===== src/rtl/mem_access_ctrl.sv =====
// Load/store sequencer for a word-wide data RAM.
// - Sub-word stores are done as a read-modify-write.
// - Sub-word loads extract the addressed lane and sign- or zero-extend it.
// - Misaligned requests are answered with addr_err and never touch the RAM.
module mem_access_ctrl #(
    parameter int RAM_AW = 10
) (
    input  logic              clk,
    input  logic              reset,
    input  logic              req,
    input  logic              we,
    input  logic [1:0]        size,
    input  logic              sign_ext,
    input  logic [31:0]       addr,
    input  logic [31:0]       wdata,
    output logic [31:0]       rdata,
    output logic              stall,
    output logic              done,
    output logic              addr_err,
    output logic [RAM_AW-1:0] mem_addr,
    output logic [31:0]       mem_wd,
    input  logic [31:0]       mem_rd,
    output logic              mem_read,
    output logic              mem_write
);

    localparam int NUM_LANES = 4;

    typedef enum logic [1:0] {IDLE, RD, WR, RESP} state_t;

    typedef struct packed {
        logic        we;
        logic [1:0]  size;
        logic        sign_ext;
        logic [31:0] addr;
        logic [31:0] wdata;
    } acc_req_t;

    state_t   state, nxt;
    acc_req_t r;
    logic     err;
    logic     misaligned;
    logic [31:0] word;
    logic [31:0] shifted;
    logic [31:0] ld_val;

    logic [NUM_LANES-1:0][7:0] cur_b, rep_b, mrg_b;
    logic [NUM_LANES-1:0]      be;

    // Alignment is judged on the live request, at the moment it is accepted.
    assign misaligned = (size == 2'b11) ||
                        (size == 2'b01 && addr[0]) ||
                        (size == 2'b10 && addr[1:0] != 2'b00);

    // Next-state selection; the request is only looked at in IDLE.
    always_comb begin
        nxt = state;
        case (state)
            IDLE: begin
                if (req) begin
                    if (misaligned)          nxt = RESP;
                    else if (!we)            nxt = RD;
                    else if (size == 2'b10)  nxt = WR;
                    else                     nxt = RD;
                end
            end
            RD:      nxt = r.we ? WR : RESP;
            WR:      nxt = RESP;
            RESP:    nxt = IDLE;
            default: nxt = IDLE;
        endcase
    end

    // State, captured request, RAM read word and load result.
    always_ff @(posedge clk) begin
        if (reset) begin
            state <= IDLE;
            r     <= '0;
            err   <= 1'b0;
            word  <= '0;
            rdata <= '0;
        end else begin
            state <= nxt;
            case (state)
                IDLE: begin
                    if (req) begin
                        r.we       <= we;
                        r.size     <= size;
                        r.sign_ext <= sign_ext;
                        r.addr     <= addr;
                        r.wdata    <= wdata;
                        err        <= misaligned;
                        if (misaligned) rdata <= '0;
                    end
                end
                RD: begin
                    word <= mem_rd;
                    if (!r.we) rdata <= ld_val;
                end
                default: ;
            endcase
        end
    end

    // Lane extraction and extension of the word coming back from the RAM.
    // A half is always at offset 0 or 2, so one byte-granular shift covers both.
    always_comb begin
        shifted = mem_rd >> {r.addr[1:0], 3'b000};
        case (r.size)
            2'b00:   ld_val = {{24{r.sign_ext & shifted[7]}},  shifted[7:0]};
            2'b01:   ld_val = {{16{r.sign_ext & shifted[15]}}, shifted[15:0]};
            default: ld_val = mem_rd;
        endcase
    end

    // Byte enables for the lane being stored.
    always_comb begin
        be = '0;
        case (r.size)
            2'b00:   be = 4'b0001 << r.addr[1:0];
            2'b01:   be = r.addr[1] ? 4'b1100 : 4'b0011;
            default: be = 4'b1111;
        endcase
    end

    assign cur_b = word;
    assign rep_b = (r.size == 2'b00) ? {4{r.wdata[7:0]}} : {2{r.wdata[15:0]}};

    for (genvar k = 0; k < NUM_LANES; k++) begin : g_lane
        assign mrg_b[k] = be[k] ? rep_b[k] : cur_b[k];
    end

    // RAM strobes; reset masks both so an aborted access never commits.
    always_comb begin
        mem_read  = (state == RD) && !reset;
        mem_write = (state == WR) && !reset;
        mem_wd    = '0;
        if (state == WR)
            mem_wd = (r.size == 2'b10) ? r.wdata : mrg_b;
    end

    assign mem_addr = r.addr[RAM_AW+1:2];
    assign done     = (state == RESP);
    assign addr_err = (state == RESP) && err;
    assign stall    = req && !done;

endmodule


===== config.mk =====
export PLATFORM = sky130hd
export DESIGN_NAME = mem_access_ctrl
export DESIGN_NICKNAME = d
export VERILOG_FILES = /design/src/rtl/mem_access_ctrl.sv
export SDC_FILE = /design/constraint.sdc
export NUM_CORES = 1
export LEC_CHECK = 0
export BUFFER_PORTS_ARGS = -buffer_cell sky130_fd_sc_hd__buf_2
export CAP_MARGIN = 20
export CELL_PAD_IN_SITES_DETAIL_PLACEMENT = 1
export CELL_PAD_IN_SITES_GLOBAL_PLACEMENT = 1
export CORE_MARGIN = 8
export CORE_UTILIZATION = 35
export DETAILED_ROUTE_END_ITERATION = 10
export PLACE_DENSITY_LB_ADDON = 0.1
export SKIP_LAST_GASP = 1
export SLEW_MARGIN = 20
export SYNTH_ARGS = -nofsm -noshare
export SYNTH_HDL_FRONTEND = slang
export SYNTH_SLANG_ARGS = --single-unit
export TNS_END_PERCENT = 20

===== constraint.sdc =====
create_clock -name clk -period 2.6 [get_ports clk]
set_clock_uncertainty 0.1 [all_clocks]
set_input_delay 0.13 -clock clk [delete_from_list [all_inputs] [get_ports clk]]
set_output_delay 0.13 -clock clk [all_outputs]
set_load 0.02 [all_outputs]

Word level (Yosys, flattened, before mapping). Cells that the tools add are included. W data, S select, Z words.

Output and inout port bits: 79. Flip-flop bits (word level): 115. Input port bits: 103.

Reduce and logical (&&, ||, !) cells: 16. Equal/unequal tests: 11. Mux-type cells: 20. Shift-type cells: 2. Bitwise operators: 2.

Operators with widths (number): $mux W32 (6); $pmux W32 S2 (2); $mux W8 (4); $shr A32 B5 Y16 (1); $eq A2 B2 Y1 const B (5); $mux W2 (4); $pmux W2 S4 (1); $pmux W4 S2 (1); $eq A2 B1 Y1 const B (3); $logic_and A1 B1 Y1 (6); $ne A2 B2 Y1 const B (3); $logic_not A2 Y1 (2); $mux W4 (1); $reduce_and A4 Y1 (1); $reduce_bool A2 Y1 (2); $shl A1 B2 Y4 const A (1); $and A1 B1 Y1 (2); $logic_not A1 Y1 (2); $logic_or A1 B1 Y1 (2); $reduce_and A2 Y1 (1); $mux W1 (1).

Logic depth before layout (Yosys ltp).
Word-level depth: 7. Mapped depth: 9. Mapped depth without buffers: 6.

Worst setup path before layout. OpenSTA, ideal clock, no wires.

Kind: register to output. Start: register r[33] in the netlist's numbering. End: output mem_wd[16]. Slack: 0.624 ns. Arrival: 1.746 ns. Stages on the path, launching flop included: 7. Cells stage by stage: dfxtp_1 buf_2 buf_4 buf_4 a21o_1 nand2_1 a311oi_1.

Word-level cells in the longest chain between the ends: 5. Elaborated cells between the ends (all ways): 6. Classes of those cells: shift (1); mux (5).

RTL lines: start: declaration (line 40) `acc_req_t r;`; $mux W4 or $shl A1 B2 Y4 (tied branches) (line 121, 120); $pmux W4 S2 (*) (line 119) `case (r.size)`; $mux W8 (*) (line 130) `assign mrg_b[k] = be[k] ? rep_b[k] : cur_b[k];`; $mux W32 (*) (line 139) `mem_wd = (r.size == 2'b10) ? r.wdata : mrg_b;`; $mux W32 (*) (line 138) `if (state == WR)`; end: declaration (line 21) `output logic [31:0] mem_wd,`.

Mark *: on every way between the ends. The rest lies on a longest branch, timed or not.

Worst setup path after layout.
Start: register r[65] in the netlist's numbering. End: output mem_wd[15].

Word-level cells in the longest chain between the ends: 5. Elaborated cells between the ends (all ways): 8. Classes of those cells: eq/ne (2); mux (5); reduce/logical (1).

RTL lines (line): $eq A2 B1 Y1 or $logic_not A2 Y1 (tied branches) (119, 127); $pmux W4 S2 or $mux W32 (tied branches) (119, 127); $mux W8 (130); $mux W32 (*) (139); $mux W32 (*) (138).

Marks and branches as above.

==> results by group <==
Min path
  • Worst hold path startpoint: mem_rd[23]
  • Hold Path Stages: 3
  • Hold worst-path end: cur_b[23]
  • Hold Crit Class: in2reg

Routing
  • Routed Antenna Nets: 0
  • Drt first pass iters: 4
  • Final Routed Wirelength: 22.1 mm
  • DR vias/cell: 5.17
  • Iteration-0 DRC Markers: 247
  • # DRC: 0
  • Wire per inst: 19.5 um
  • DR vias: 5852

STA
  • Hold Fails Final Rpt: 0
  • Final Max Tran Viols: 0
  • Worst-Margin Slew: 1070 ps
  • Setup tns final: 0 ps
  • F_max: 0.396 GHz
  • Fin crit period: 2530 ps
  • Fin crit share: 0.972
  • Worst slew margin: 0.282
  • RSZ-0062 raised after global routing: true
  • Final WS setup: 72.3 ps
  • Final setup violation count: 0

Die
  • Die Span X: 143 um
  • Row count: 46
  • I/O Pins: 182
  • Core area: 15900 um^2
  • Die area: 20600 um^2
  • Starting density of the core: 0.358
  • Die Ht: 143 um

Synthesis
  • Mapped Area: 5690 um^2
  • FF+latch count, synth: 115
  • Yosys top cell area share: 0.405
  • Post-synth EDFFs: 0
  • Distinct cell type count after synthesis: 58
  • Avg Inst Size Synth: 8.28 um^2
  • Synthesized net count: 794
  • Top cells by area, synth: dfxtp_1, mux2i_1, nand2_1
  • Area leader, netlist: dfxtp_1
  • Cell count after synthesis: 687
  • Seq/Total Area, Yosys: 0.405
  • Synth warnings: 0
  • Leading register cell type out of synthesis: dfxtp_1
  • Async set-or-reset flop fraction in the synthesized netlist: 0

Layout
  • Commonest non-fill, non-tap cell in the layout: buf_2
  • Most frequent cells in the layout: buf_2, nand2_1, dfxtp_1
  • Area Growth Syn to Fin: 41.1%
  • Final Non-Filler Cells: 1131
  • Layout cells sized above 1: 0.250
  • NumNets Final: 1009
  • Antenna diode count: 0
  • Cell area after layout: 8030 um^2

Clock tree
  • Num Clock Sinks: 115
  • Clock insertion delay at the later pin of the skew report: 410 ps
  • CTS tree: built
  • Clock root buffer: clkbuf_16
  • CTS max path bufs: 2
  • Cts bufs inserted: 17
  • Post-CTS Setup Inserts: 0
  • Clock-pin slew on the worst setup and hold paths: 60 ps
  • CTS H-tree lvls: 4

Power
  • Peak supply drop: 0.489 mV
  • Power density cells: 951 nW/um^2
  • P_leak: 3.49 nW

Worst setup path
  • Crit path largest cell delay: 590 ps
  • Reg-to-reg critical path endpoint: rdata[21]
  • Worst path cell trace: nor2_1, o21bai_2, nor2_1, a211oi_1, buf_2
  • CP Class: reg2out
  • Most frequent cell on the critical path: nor2_1
  • Crit path DAT: 2300 ps
  • Type of origin of the critical path: flop
  • Reg-to-Reg Start: state[1]
  • Critical Path RT: 2370 ps
  • Worst reg-to-reg path cell count: 6
  • Crit path capture type: output port
  • Slowest cell on crit path: dfxtp_1
  • Critical path peak fanout: 10
  • Reg2reg setup slack: 270 ps

Global route
  • Tot GR Track Use: 0.217
  • Largest net degree at the start of global routing: 86
  • Grt total ovfl: 0
  • Vias in the first global route: 6227
  • Antenna violations before repair: 1
  • First-pass GRT wire length: 34.6 mm

Placement
  • Placer Congestion: 0.846
  • Post-DP HPWL: 15.7 mm
  • PortBufs: 161
  • Dpl cells: 1020
  • Placed inst area: 6610 um^2
  • DP Worst Slack: 251 ps

Status
  • Status: finished clean

Job
  • Max-Cap Viols: 0
where the power goes:
part / switching (mW) / internal, mW
Sequential: 0.265 / 2.09
Clock: 0.835 / 1.63
Combinational: 1.76 / 1.06
Total: 2.86 / 4.77
sequential cells by signal (all words and copies together) (netlist names):
signal,count
r,38
cur_b,32
rdata,32
err,1
state,2
mem_addr,10
Yosys cell counts (all sizes together), types with 10 or more instances:
cell,count
nor2,66
a22o,17
inv,14
a211oi,11
clkbuf,25
nor3,10
a21oi,66
buf,40
dfxtp,115
nand2,122
mux2i,55
nand2b,19
nor2b,12
cell type report:
type	instances	area [um^2]
inverter	16	60.1
clock buffer	23	498
timing repair buffer	261	1770
tap	216	270
multi-input combinational	491	3000
sequential	115	2300
fill	1959	7860
clock inverter	9	125
metrics by stage:
stage	hold slack (ps)	util	power, mW
after floorplan	166	-	4.27
after global placement	269	0.416	5.03
after detailed placement	278	0.416	5.10
after CTS	20.9	0.505	7.68
after global routing	29.2	0.505	8.09
final	18.6	0.505	7.63
how the worst max path moves through the flow:
stage                from         end  slack, ps  depth (start not counted)
global placement    r[66]   rdata[22]        340                          5
detailed placement  r[66]   rdata[18]        250                          5
global route        r[65]  mem_wd[15]       -100                          5
finish              r[65]  mem_wd[15]         70                          5
CTS                 r[65]  mem_wd[15]         -3                          5
floorplan           r[33]  mem_wd[16]        620                          6
metal layers:
layer  vias to the layer above  share of wire  track usage
met5                         -              0            0
met4                         0          0.015       0.0670
met3                        23          0.060       0.0478
met2                       165           0.48        0.365
met1                      2837           0.45        0.270
li1                       2827              -            -
critical path: cells and delay by family (launching register included):
family	cells	cell delay, ps
AO/OA/AOI/OAI	2	820
buffers and inverters	1	260
flip-flops	1	590
AND/OR/NAND/NOR	2	220
logic make-up after synthesis:
logic type,Yosys count,share of synthesized area
AO/OA/AOI/OAI,172,0.211
adder cells (fa/ha/maj),4,0.00880
buffers and inverters,81,0.0680
flip-flops,115,0.405
AND/OR/NAND/NOR,257,0.203
multiplexers,58,0.105
what timing repair did:
| item | 4_1_cts | 5_1_grt |
|---|---|---|
| hold buffers | 79 | 0 |
| resized for setup | 0 | 1 |
| endpoints found under the setup margin | 1 | 7 |
| endpoints found under the hold margin | 88 | 0 |
Power figures use the tool's default switching activity.
